## config.mk

```make
export PLATFORM = sky130hd
export DESIGN_NAME = md_iter_unit_flat
export DESIGN_NICKNAME = d
export VERILOG_FILES = /design/src/rtl/md_pkg.sv /design/src/rtl/md_iter_unit_if.sv /design/src/rtl/md_div_core.sv /design/src/rtl/md_iter_unit.sv /design/src/flat_wrapper.sv
export SDC_FILE = /design/constraint.sdc
export NUM_CORES = 2
export LEC_CHECK = 0
export BUFFER_PORTS_ARGS = -buffer_cell sky130_fd_sc_hd__buf_2
export CORE_ASPECT_RATIO = 1.75
export CORE_MARGIN = 10
export CORE_UTILIZATION = 55
export CTS_BUF_LIST = sky130_fd_sc_hd__clkbuf_16
export CTS_CLUSTER_DIAMETER = 40
export DETAILED_ROUTE_END_ITERATION = 16
export GPL_TIMING_DRIVEN = 0
export PLACE_DENSITY = 0.82
export SETUP_SLACK_MARGIN = 0.3
export SYNTH_ARGS = -nofsm -noshare
export SYNTH_HDL_FRONTEND = slang
export SYNTH_SLANG_ARGS = --single-unit
export TNS_END_PERCENT = 20
```

## constraint.sdc

```tcl
create_clock -name clk -period 10.3 [get_ports clk]
set_input_delay 1.03 -clock clk [delete_from_list [all_inputs] [get_ports clk]]
set_output_delay 1.03 -clock clk [all_outputs]
set_load 0.02 [all_outputs]
```

## src/rtl/md_pkg.sv

```systemverilog
// rtl/md_pkg.sv - op codes, FSM states and op predicates for md_iter_unit
package md_pkg;

    typedef enum logic [3:0] {
        MD_NONE  = 4'd0,
        MD_MULT  = 4'd1,
        MD_MULTU = 4'd2,
        MD_DIV   = 4'd3,
        MD_DIVU  = 4'd4,
        MD_MTHI  = 4'd5,
        MD_MTLO  = 4'd6,
        MD_MADD  = 4'd7,
        MD_MADDU = 4'd8,
        MD_MSUB  = 4'd9,
        MD_MSUBU = 4'd10
    } md_op_e;

    typedef enum logic [1:0] {
        ST_IDLE = 2'd0,
        ST_MUL  = 2'd1,
        ST_DIV  = 2'd2,
        ST_FIX  = 2'd3
    } md_state_e;

    function automatic logic is_mul_op(input logic [3:0] op);
        return op inside {MD_MULT, MD_MULTU, MD_MADD, MD_MADDU, MD_MSUB, MD_MSUBU};
    endfunction

    function automatic logic is_div_op(input logic [3:0] op);
        return op inside {MD_DIV, MD_DIVU};
    endfunction

    function automatic logic is_signed_op(input logic [3:0] op);
        return op inside {MD_MULT, MD_DIV, MD_MADD, MD_MSUB};
    endfunction

endpackage

```

## src/rtl/md_iter_unit_if.sv

```systemverilog
// rtl/md_iter_unit_if.sv - issue/result bundle between E stage and md_iter_unit
interface md_iter_unit_if #(
    parameter int WIDTH = 32
) ();
    logic             start;
    logic [3:0]       md_op;
    logic             flush;
    logic [WIDTH-1:0] a;
    logic [WIDTH-1:0] b;
    logic             busy;
    logic             done;
    logic             div_zero;
    logic [WIDTH-1:0] hi;
    logic [WIDTH-1:0] lo;

    modport master (
        output start, md_op, flush, a, b,
        input  busy, done, div_zero, hi, lo
    );

    modport slave (
        input  start, md_op, flush, a, b,
        output busy, done, div_zero, hi, lo
    );
endinterface

```

## src/rtl/md_div_core.sv

```systemverilog
// rtl/md_div_core.sv - unsigned restoring divider, one quotient bit per cycle, MSB first
module md_div_core #(
    parameter int WIDTH = 32
) (
    input  logic             clk,
    input  logic             reset,
    input  logic             load,
    input  logic             abort,
    input  logic [WIDTH-1:0] dividend,
    input  logic [WIDTH-1:0] divisor,
    output logic [WIDTH-1:0] quotient,
    output logic [WIDTH-1:0] remainder,
    output logic             finish
);
    localparam int CNTW = $clog2(WIDTH + 1);

    logic [WIDTH-1:0] rem_q, rem_d;
    logic [WIDTH-1:0] quo_q, quo_d;
    logic [WIDTH-1:0] dvs_q, dvs_d;
    logic [CNTW-1:0]  cnt_q, cnt_d;
    logic [WIDTH:0]   trial;
    logic [WIDTH:0]   diff;
    logic             ge;

    // finish marks the cycle whose closing edge performs the last iteration
    assign finish    = (cnt_q == CNTW'(1));
    assign quotient  = quo_q;
    assign remainder = rem_q;

    always_comb begin
        rem_d = rem_q;
        quo_d = quo_q;
        dvs_d = dvs_q;
        cnt_d = cnt_q;
        trial = {rem_q, quo_q[WIDTH-1]};
        diff  = trial - {1'b0, dvs_q};
        ge    = (trial >= {1'b0, dvs_q});
        if (load) begin
            rem_d = '0;
            quo_d = dividend;
            dvs_d = divisor;
            cnt_d = CNTW'(WIDTH);
        end else if (abort) begin
            cnt_d = '0;
        end else if (cnt_q != '0) begin
            rem_d = ge ? diff[WIDTH-1:0] : trial[WIDTH-1:0];
            quo_d = {quo_q[WIDTH-2:0], ge};
            cnt_d = cnt_q - CNTW'(1);
        end
    end

    always_ff @(posedge clk or negedge reset) begin
        if (!reset) begin
            rem_q <= '0;
            quo_q <= '0;
            dvs_q <= '0;
            cnt_q <= '0;
        end else begin
            rem_q <= rem_d;
            quo_q <= quo_d;
            dvs_q <= dvs_d;
            cnt_q <= cnt_d;
        end
    end
endmodule

```

## src/rtl/md_iter_unit.sv

```systemverilog
// rtl/md_iter_unit.sv - iterative multiply/divide/accumulate unit owning HI/LO
module md_iter_unit
    import md_pkg::*;
#(
    parameter int WIDTH    = 32,
    parameter int MUL_LAT  = 5,
    parameter int DIV_ITER = WIDTH
) (
    input  logic          clk,
    input  logic          reset,
    md_iter_unit_if.slave md
);
    localparam int CW = (MUL_LAT > 1) ? $clog2(MUL_LAT) : 1;

    md_state_e          state_q, state_d;
    logic [WIDTH-1:0]   hi_q, hi_d, lo_q, lo_d;
    logic [2*WIDTH-1:0] prod_q, prod_d;
    logic [3:0]         op_q, op_d;
    logic [CW-1:0]      cnt_q, cnt_d;
    logic               neg_quo_q, neg_quo_d, neg_rem_q, neg_rem_d;
    logic               dz_pend_q, dz_pend_d;
    logic               done_q, done_d, div_zero_q, div_zero_d;

    logic               busy, issue, sgn, div_load, div_abort, div_finish;
    logic [2*WIDTH-1:0] ext_a, ext_b, acc;
    logic [WIDTH-1:0]   abs_a, abs_b, quo, rem, quo_fix, rem_fix;

    assign busy        = (state_q != ST_IDLE);
    assign issue       = md.start && !busy && !md.flush;
    assign md.busy     = busy;
    assign md.done     = done_q;
    assign md.div_zero = div_zero_q;
    assign md.hi       = hi_q;
    assign md.lo       = lo_q;

    always_comb begin
        sgn     = is_signed_op(md.md_op);
        ext_a   = sgn ? {{WIDTH{md.a[WIDTH-1]}}, md.a} : {{WIDTH{1'b0}}, md.a};
        ext_b   = sgn ? {{WIDTH{md.b[WIDTH-1]}}, md.b} : {{WIDTH{1'b0}}, md.b};
        // |MIN| wraps to MIN, which is the correct unsigned magnitude
        abs_a   = (sgn && md.a[WIDTH-1]) ? -md.a : md.a;
        abs_b   = (sgn && md.b[WIDTH-1]) ? -md.b : md.b;
        quo_fix = neg_quo_q ? -quo : quo;
        rem_fix = neg_rem_q ? -rem : rem;
        case (op_q)
            MD_MADD, MD_MADDU: acc = {hi_q, lo_q} + prod_q;
            MD_MSUB, MD_MSUBU: acc = {hi_q, lo_q} - prod_q;
            default:           acc = prod_q;
        endcase
    end

    md_div_core #(.WIDTH(WIDTH)) u_div (
        .clk       (clk),
        .reset     (reset),
        .load      (div_load),
        .abort     (div_abort),
        .dividend  (abs_a),
        .divisor   (abs_b),
        .quotient  (quo),
        .remainder (rem),
        .finish    (div_finish)
    );

    always_comb begin
        state_d    = state_q;
        hi_d       = hi_q;
        lo_d       = lo_q;
        prod_d     = prod_q;
        op_d       = op_q;
        cnt_d      = cnt_q;
        neg_quo_d  = neg_quo_q;
        neg_rem_d  = neg_rem_q;
        dz_pend_d  = dz_pend_q;
        done_d     = 1'b0;
        div_zero_d = 1'b0;
        div_load   = 1'b0;
        div_abort  = 1'b0;
        case (state_q)
            ST_IDLE: begin
                if (issue) begin
                    if (md.md_op == MD_MTHI) begin
                        hi_d = md.a;
                    end else if (md.md_op == MD_MTLO) begin
                        lo_d = md.a;
                    end else if (is_mul_op(md.md_op)) begin
                        state_d = ST_MUL;
                        op_d    = md.md_op;
                        prod_d  = ext_a * ext_b;
                        cnt_d   = CW'(MUL_LAT - 1);
                    end else if (is_div_op(md.md_op)) begin
                        op_d      = md.md_op;
                        neg_quo_d = sgn && (md.a[WIDTH-1] ^ md.b[WIDTH-1]);
                        neg_rem_d = sgn && md.a[WIDTH-1];
                        if (md.b == '0) begin
                            state_d   = ST_FIX;
                            dz_pend_d = 1'b1;
                        end else begin
                            state_d   = ST_DIV;
                            dz_pend_d = 1'b0;
                            div_load  = 1'b1;
                        end
                    end
                end
            end
            ST_MUL: begin
                if (md.flush) begin
                    state_d = ST_IDLE;
                end else if (cnt_q == '0) begin
                    {hi_d, lo_d} = acc;
                    done_d       = 1'b1;
                    state_d      = ST_IDLE;
                end else begin
                    cnt_d = cnt_q - CW'(1);
                end
            end
            ST_DIV: begin
                if (md.flush) begin
                    div_abort = 1'b1;
                    state_d   = ST_IDLE;
                end else if (div_finish) begin
                    state_d = ST_FIX;
                end
            end
            ST_FIX: begin
                state_d = ST_IDLE;
                if (!md.flush) begin
                    done_d = 1'b1;
                    if (dz_pend_q) begin
                        div_zero_d = 1'b1;
                    end else begin
                        lo_d = quo_fix;
                        hi_d = rem_fix;
                    end
                end
            end
            default: state_d = ST_IDLE;
        endcase
    end

    always_ff @(posedge clk or negedge reset) begin
        if (!reset) begin
            state_q    <= ST_IDLE;
            hi_q       <= '0;
            lo_q       <= '0;
            prod_q     <= '0;
            op_q       <= '0;
            cnt_q      <= '0;
            neg_quo_q  <= 1'b0;
            neg_rem_q  <= 1'b0;
            dz_pend_q  <= 1'b0;
            done_q     <= 1'b0;
            div_zero_q <= 1'b0;
        end else begin
            state_q    <= state_d;
            hi_q       <= hi_d;
            lo_q       <= lo_d;
            prod_q     <= prod_d;
            op_q       <= op_d;
            cnt_q      <= cnt_d;
            neg_quo_q  <= neg_quo_d;
            neg_rem_q  <= neg_rem_d;
            dz_pend_q  <= dz_pend_d;
            done_q     <= done_d;
            div_zero_q <= div_zero_d;
        end
    end

    a_no_start_while_busy: assert property (@(posedge clk) disable iff (!reset) !(md.start && busy));
    a_div_iter_fixed:      assert property (@(posedge clk) DIV_ITER == WIDTH);
endmodule

```

## src/flat_wrapper.sv

```systemverilog
// flat-port wrapper written by rule: the top's interface ports become plain ports
module md_iter_unit_flat import md_pkg::*;
#(
    parameter int WIDTH    = 32,
    parameter int MUL_LAT  = 5,
    parameter int DIV_ITER = WIDTH
)
  (clk, reset, md_start, md_md_op, md_flush, md_a, md_b, md_busy, md_done, md_div_zero, md_hi, md_lo);
  md_iter_unit_if #(.WIDTH(WIDTH)) md_i ();
  input  logic clk;
  input  logic reset;
  input wire logic [$bits(md_i.start)-1:0] md_start;
  input wire logic [$bits(md_i.md_op)-1:0] md_md_op;
  input wire logic [$bits(md_i.flush)-1:0] md_flush;
  input wire logic [$bits(md_i.a)-1:0] md_a;
  input wire logic [$bits(md_i.b)-1:0] md_b;
  output wire logic [$bits(md_i.busy)-1:0] md_busy;
  output wire logic [$bits(md_i.done)-1:0] md_done;
  output wire logic [$bits(md_i.div_zero)-1:0] md_div_zero;
  output wire logic [$bits(md_i.hi)-1:0] md_hi;
  output wire logic [$bits(md_i.lo)-1:0] md_lo;
  assign md_i.start = md_start;
  assign md_i.md_op = md_md_op;
  assign md_i.flush = md_flush;
  assign md_i.a = md_a;
  assign md_i.b = md_b;
  assign md_busy = md_i.busy;
  assign md_done = md_i.done;
  assign md_div_zero = md_i.div_zero;
  assign md_hi = md_i.hi;
  assign md_lo = md_i.lo;
  md_iter_unit #(.WIDTH(WIDTH), .MUL_LAT(MUL_LAT), .DIV_ITER(DIV_ITER)) u_core (.clk(clk), .reset(reset), .md(md_i));
endmodule
```

Word level (Yosys, flattened, before mapping) --
Cells that the tools add are included.
Word-level totals: bits in registers 244, input bits 72, output and inout port bits 67, word-level logic and storage cells 162
Operators by class: $add $sub $neg 9, $mul 1, magnitude comparators 1, equality and inequality tests 33, mux-type cells 69, bitwise operators 4, reduce and logical (&&, ||, !) cells 30
Operators by type and width (count):
- two-way mux 32 bit | 24
- one-hot mux 32 bit (3 select lines) | 2
- two-way mux 64 bit | 2
- negator 32 bit | 4
- one-hot mux 64 bit (2 select lines) | 1
- adder 64 bit | 1
- multiplier 64 x 64 -> 64 bit | 1
- subtractor 64 bit | 1
- >= comparator 33 x 32 -> 1 bit | 1
- zero test 32 bit | 1
- subtractor 32 bit | 1
- equality test 4 bit, second input constant | 6
- equality test 4 x 3 -> 1 bit, second input constant | 5
- two-way mux 2 bit | 9
- two-way mux 3 bit | 6
- two-way mux 6 bit | 3
- two-way mux 1 bit | 17
- AND reduction 7 bit | 2
- != test 2 x 1 -> 1 bit, second input constant | 6
- != test 2 bit, second input constant | 6
- AND reduction 6 bit | 2
- nonzero test 6 bit | 2
- AND reduction 5 bit | 2
- nonzero test 2 bit | 5
- other kinds (24) | 37

Depth between registers and ports, before layout --
depth in word-level cells 10, mapped depth 38, depth with buffers taken out 35

Hierarchy --
A second synthesis with hierarchy kept.
Second synthesis, totals: cells, all modules 7819, area total of the unflattened synthesis 68329.3 µm²
By module, submodules not included:
- md_iter_unit | times used 1, cells an instance 7106, area each 62040.8 µm², seq. area each 3553.4 µm²
- md_div_core | times used 1, cells an instance 713, area each 6288.5 µm², seq. area each 2552.4 µm²

Worst setup path after synthesis --
No wires, ideal clock.
path type input to register, start in md_md_op[3], end reg u_core.prod_q[62], setup time 0.136 ns, arrival time 10.429 ns, data required time 10.164 ns, slack -0.265 ns, stages 33, buffers on the path 6, path through clkbuf_1 -> mux2i_1 -> and3_1 -> clkbuf_1 -> clkbuf_1 -> clkbuf_1 -> clkbuf_1 -> nand2_1 -> fa_1 -> inv_1 -> fa_1 -> fa_1 -> inv_1 -> fa_1 -> inv_1 -> fa_1 -> fa_1 -> fa_1 -> fa_1 -> fa_1 -> inv_1 -> fa_1 -> inv_1 -> ha_1 -> clkbuf_1 -> nand3_1 -> nor2_1 -> and3b_1 -> and3_1 -> a2111oi_0 -> a31oi_1 -> xnor2_1 -> o21ai_0
Between the ends: cells in the longest elaborated chain, start to end 4, elaborated cells on any way between the ends 17, those cells by class mul: 1; eq/ne: 9; mux: 2; bitwise: 2; reduce/logical: 3
Ends and longest elaborated chain:
- start: declaration | line flat_wrapper.sv:13 | input wire logic [$bits(md_i.md_op)-1:0] md_md_op;
- equality test 4 x 1 -> 1 bit (tied with other cells) | line md_pkg.sv:26, md_pkg.sv:34
- nonzero test 4 bit | line md_pkg.sv:34 | return op inside {MD_MULT, MD_DIV, MD_MADD, MD_MSUB};
- two-way mux 64 bit (on tied branches) | line md_iter_unit.sv:38, md_iter_unit.sv:39
- multiplier 64 x 64 -> 64 bit | line md_iter_unit.sv:88 | prod_d = ext_a * ext_b;
- end signal: assignment | line md_iter_unit.sv:157 | prod_q <= prod_d;
- end: declaration | line md_iter_unit.sv:17 | logic [2*WIDTH-1:0] prod_q, prod_d;
Parallel ways exist; a longest one is shown, timed or not. A chain may end at the register's enable or synchronous reset.

Final worst setup path --
start in md_a[12], end reg u_core.prod_q[56]
Between the ends: cells in the longest elaborated chain, start to end 2
Ends and longest elaborated chain:
- start: declaration | line flat_wrapper.sv:15 | input wire logic [$bits(md_i.a)-1:0] md_a;
- two-way mux 64 bit | line md_iter_unit.sv:38 | ext_a = sgn ? {{WIDTH{md.a[WIDTH-1]}}, md.a} : {{WIDTH{1'b0}}, md.a};
- multiplier 64 x 64 -> 64 bit | line md_iter_unit.sv:88
Every way passes these cells.

==> results.py <==
metrics = {
    "synthesis": {
        "synth_edf_count": 0,
        "synth_fa_ha_area_share_pct": 49.2,
        "muxShareOfSynthArea_pct": 0.707,
        "synth-main-ff-cell": "dfrtp_1",
        "synth_top_family_by_area": "adder cells",
        "synth_top_area_share_pct": 41.5,
        "synthCells": 7829,
        "synthArstFlopShare_pct": 100,
        "synth_area_leaders": "fa_1, inv_1, dfrtp_1",
        "syn_area_sq_um": 68300,
        "synth-simple-area-share_pct": 14.5,
        "yosysWarningCount": 0,
        "synth_nets": 9737,
        "avgSynthCellArea_sq_um": 8.72,
        "synth-seq-cells": 244,
        "synthXorXnorAreaFrac_pct": 4.96,
        "ys_seq_area_share_pct": 8.94,
        "synth-compound-area-share_pct": 10.2,
        "synth_largest_area_cell": "fa_1",
        "synth_cell_types": 95,
    },
    "route": {
        "wl_per_cell_microns": 31.3,
        "first_iter_violations": 5514,
        "ant_nets": 0,
        "dr_total_vias": 59900,
        "via_per_inst": 6.19,
        "drt_pass1_iterations": 8,
        "routed_wl_mm": 303,
        "post-route-drc-count": 0,
    },
    "timing": {
        "finalHoldViolations": 0,
        "rsz0062_at_grt": "true",
        "drv_slew": 13,
        "timing.final.crit_period_ns": 10.16,
        "holdWs_ns": 0.204,
        "skew_ns": 0.0299,
        "fin_crit_sh_pct": 98.7,
        "relSlewSlack_pct": -1.13,
        "fmax_mhz": 98.4,
        "setup_viol": 0,
        "tightest_slew_ns": 1.50,
    },
    "layout": {
        "postLayoutCoreUtil_pct": 59.0,
        "fillCellCount": 11300,
        "final_common_cell": "inv_1",
        "layout_common_cells": "inv_1, fa_1, nand2_1, ha_1, and2_1",
        "finalNonFillerCells": 9674,
        "area_growth_pct": 6.93,
        "drive_gt1_share_pct": 6.36,
        "nets": 9895,
    },
    "clock_network": {
        "root_buffer": "clkbuf_16",
        "htreeDepth": 1,
        "cts_buffers": 25,
        "cts_hold_buf": 0,
        "clock_latency_ns": 0.63,
        "path_clk_slew_ns": 0.08,
        "clk_path_buf_depth": 3,
        "cts.sinks": 244,
        "cts_tree": "built",
    },
    "setup_path": {
        "crit_required_ns": 10.84,
        "worstSetupPathType": "primary input to flip-flop",
        "endpoint_kind": "flip-flop",
        "cpPeakStageDelay_ns": 0.88,
        "crit_path_max_fanout": 10,
        "worst_path_max_delay_cell": "clkbuf_1",
        "crit_arrival_ns": 10.70,
        "crit_top_cell": "fa_1",
        "reg2reg_from": "u_core.op_q[2]$_DFFE_PN0P_",
        "start_kind": "primary input",
        "crit_path_start": "md_a[12]",
    },
    "placement": {
        "gp_congestion": 1.08,
        "place.detailed.instances": 9568,
        "io_buffers": 91,
        "dp_hpwl_mm": 254,
    },
    "status": {
        "violations": "max-capacitance violations, max-slew violations",
        "status": "complete, but fails checks",
    },
    "global_routing": {
        "grt_use_total_pct": 43.7,
        "overflow": 0,
        "first_global_vias": 64500,
        "grt_max_degree": 122,
        "grt_pass1_wl_mm": 432,
        "antenna_found_initial": 39,
    },
    "die": {
        "die_w_microns": 286,
        "start_util_pct": 55.2,
        "num_rows": 171,
        "dieArea_sq_um": 139000,
        "core-area_sq_um": 124000,
        "pin_count": 139,
        "die_h_microns": 486,
    },
    "hold_path": {
        "min_path_type": "primary input to async pin",
    },
    "run": {
        "drv_cap": 2,
    },
}
[registers in the layout, summed over array words and instances, names as in the netlist, 4 cells and up]
| register | cells |
|---|---|
| u_core.u_div.dvs_q | 32 |
| u_core.u_div.remainder | 32 |
| u_core.u_div.cnt_q | 6 |
| u_core.prod_q | 64 |
| u_core.op_q | 4 |
| u_core.md.lo | 32 |
| u_core.u_div.quotient | 32 |
| u_core.md.hi | 32 |
[final cells by class]
cell class	count	area (sq um)	area share, %
Antenna cell	26	65.1	0.0891
Multi-Input combinational cell	5500	54700	74.9
Clock buffer	25	626	0.857
Buffer	423	2070	2.84
Timing Repair Buffer	140	976	1.34
Inverter	1653	6210	8.51
Tap cell	1643	2060	2.82
Clock inverter	20	236	0.324
Sequential cell	244	6110	8.36
[repair_timing]
item                                    4_1_cts  5_1_grt
buffers inserted                             20       24
resized for setup                           231      163
endpoints found under the setup margin       36       23
pin swaps                                    28       37
[critical path: cells and delay by family]
kind / cells / cell delay [ns]
compound gates: 3 / 0.72
fa+ha+maj: 11 / 5.10
buf+inv: 7 / 1.83
simple gates: 8 / 1.96
[final timing paths]
path                                                      endpoint  slack, ns  cells past startpoint
worst max-delay path                 u_core.prod_q[56]$_DFFE_PN0P_       0.14                     29
worst min-delay path                 u_core.prod_q[12]$_DFFE_PN0P_       0.20                      1
worst max register to register        u_core.md.hi[31]$_DFFE_PN0P_       2.87                     16
worst min register to register  u_core.u_div.dvs_q[13]$_DFFE_PN0P_       0.49                      2
max in group asynchronous        u_core.u_div.dvs_q[3]$_DFFE_PN0P_       8.65                      3
min in group clk                u_core.u_div.dvs_q[13]$_DFFE_PN0P_       0.49                      2
[Yosys cell counts (all sizes together), types with 166 or more instances]
cell type,number
inv,1653
fa,1414
nand2,1099
ha,422
and2,374
o21ai,339
clkbuf,336
a21oi,321
nor2,258
dfrtp,244
xnor2,221
xor2,166
[routing by layer]
layer  vias up  wire length (microns)  track usage (%)
met2      3930                 142000             72.1
met3      1674                  28100             11.0
li1      24400                      -                -
met5         -                     73                0
met1     29900                  90000             42.2
met4        12                  42100             47.7
[per-stage QoR]
step,TNS [ns],cell area [sq um],setup WS [ns]
global route,0,73000,0.0313
finish,0,73000,0.137
global placement,-65.47,70800,-3.21
floorplan,0,68300,0.308
CTS,0,72500,0.297
detailed placement,-61.35,70900,-3.26
[cells by family after synthesis]
kind of cell             Yosys count
AND/OR/NAND/NOR                 2115
flip-flops                       244
AO/OA/AOI/OAI                   1114
XOR/XNOR                         387
multiplexers                      48
buffers and inverters           2085
adder cells (fa/ha/maj)         1836
Power is left out: the tool's default activity adds up to more than one toggle a clock period on the data nets, which glitch-free logic cannot reach.
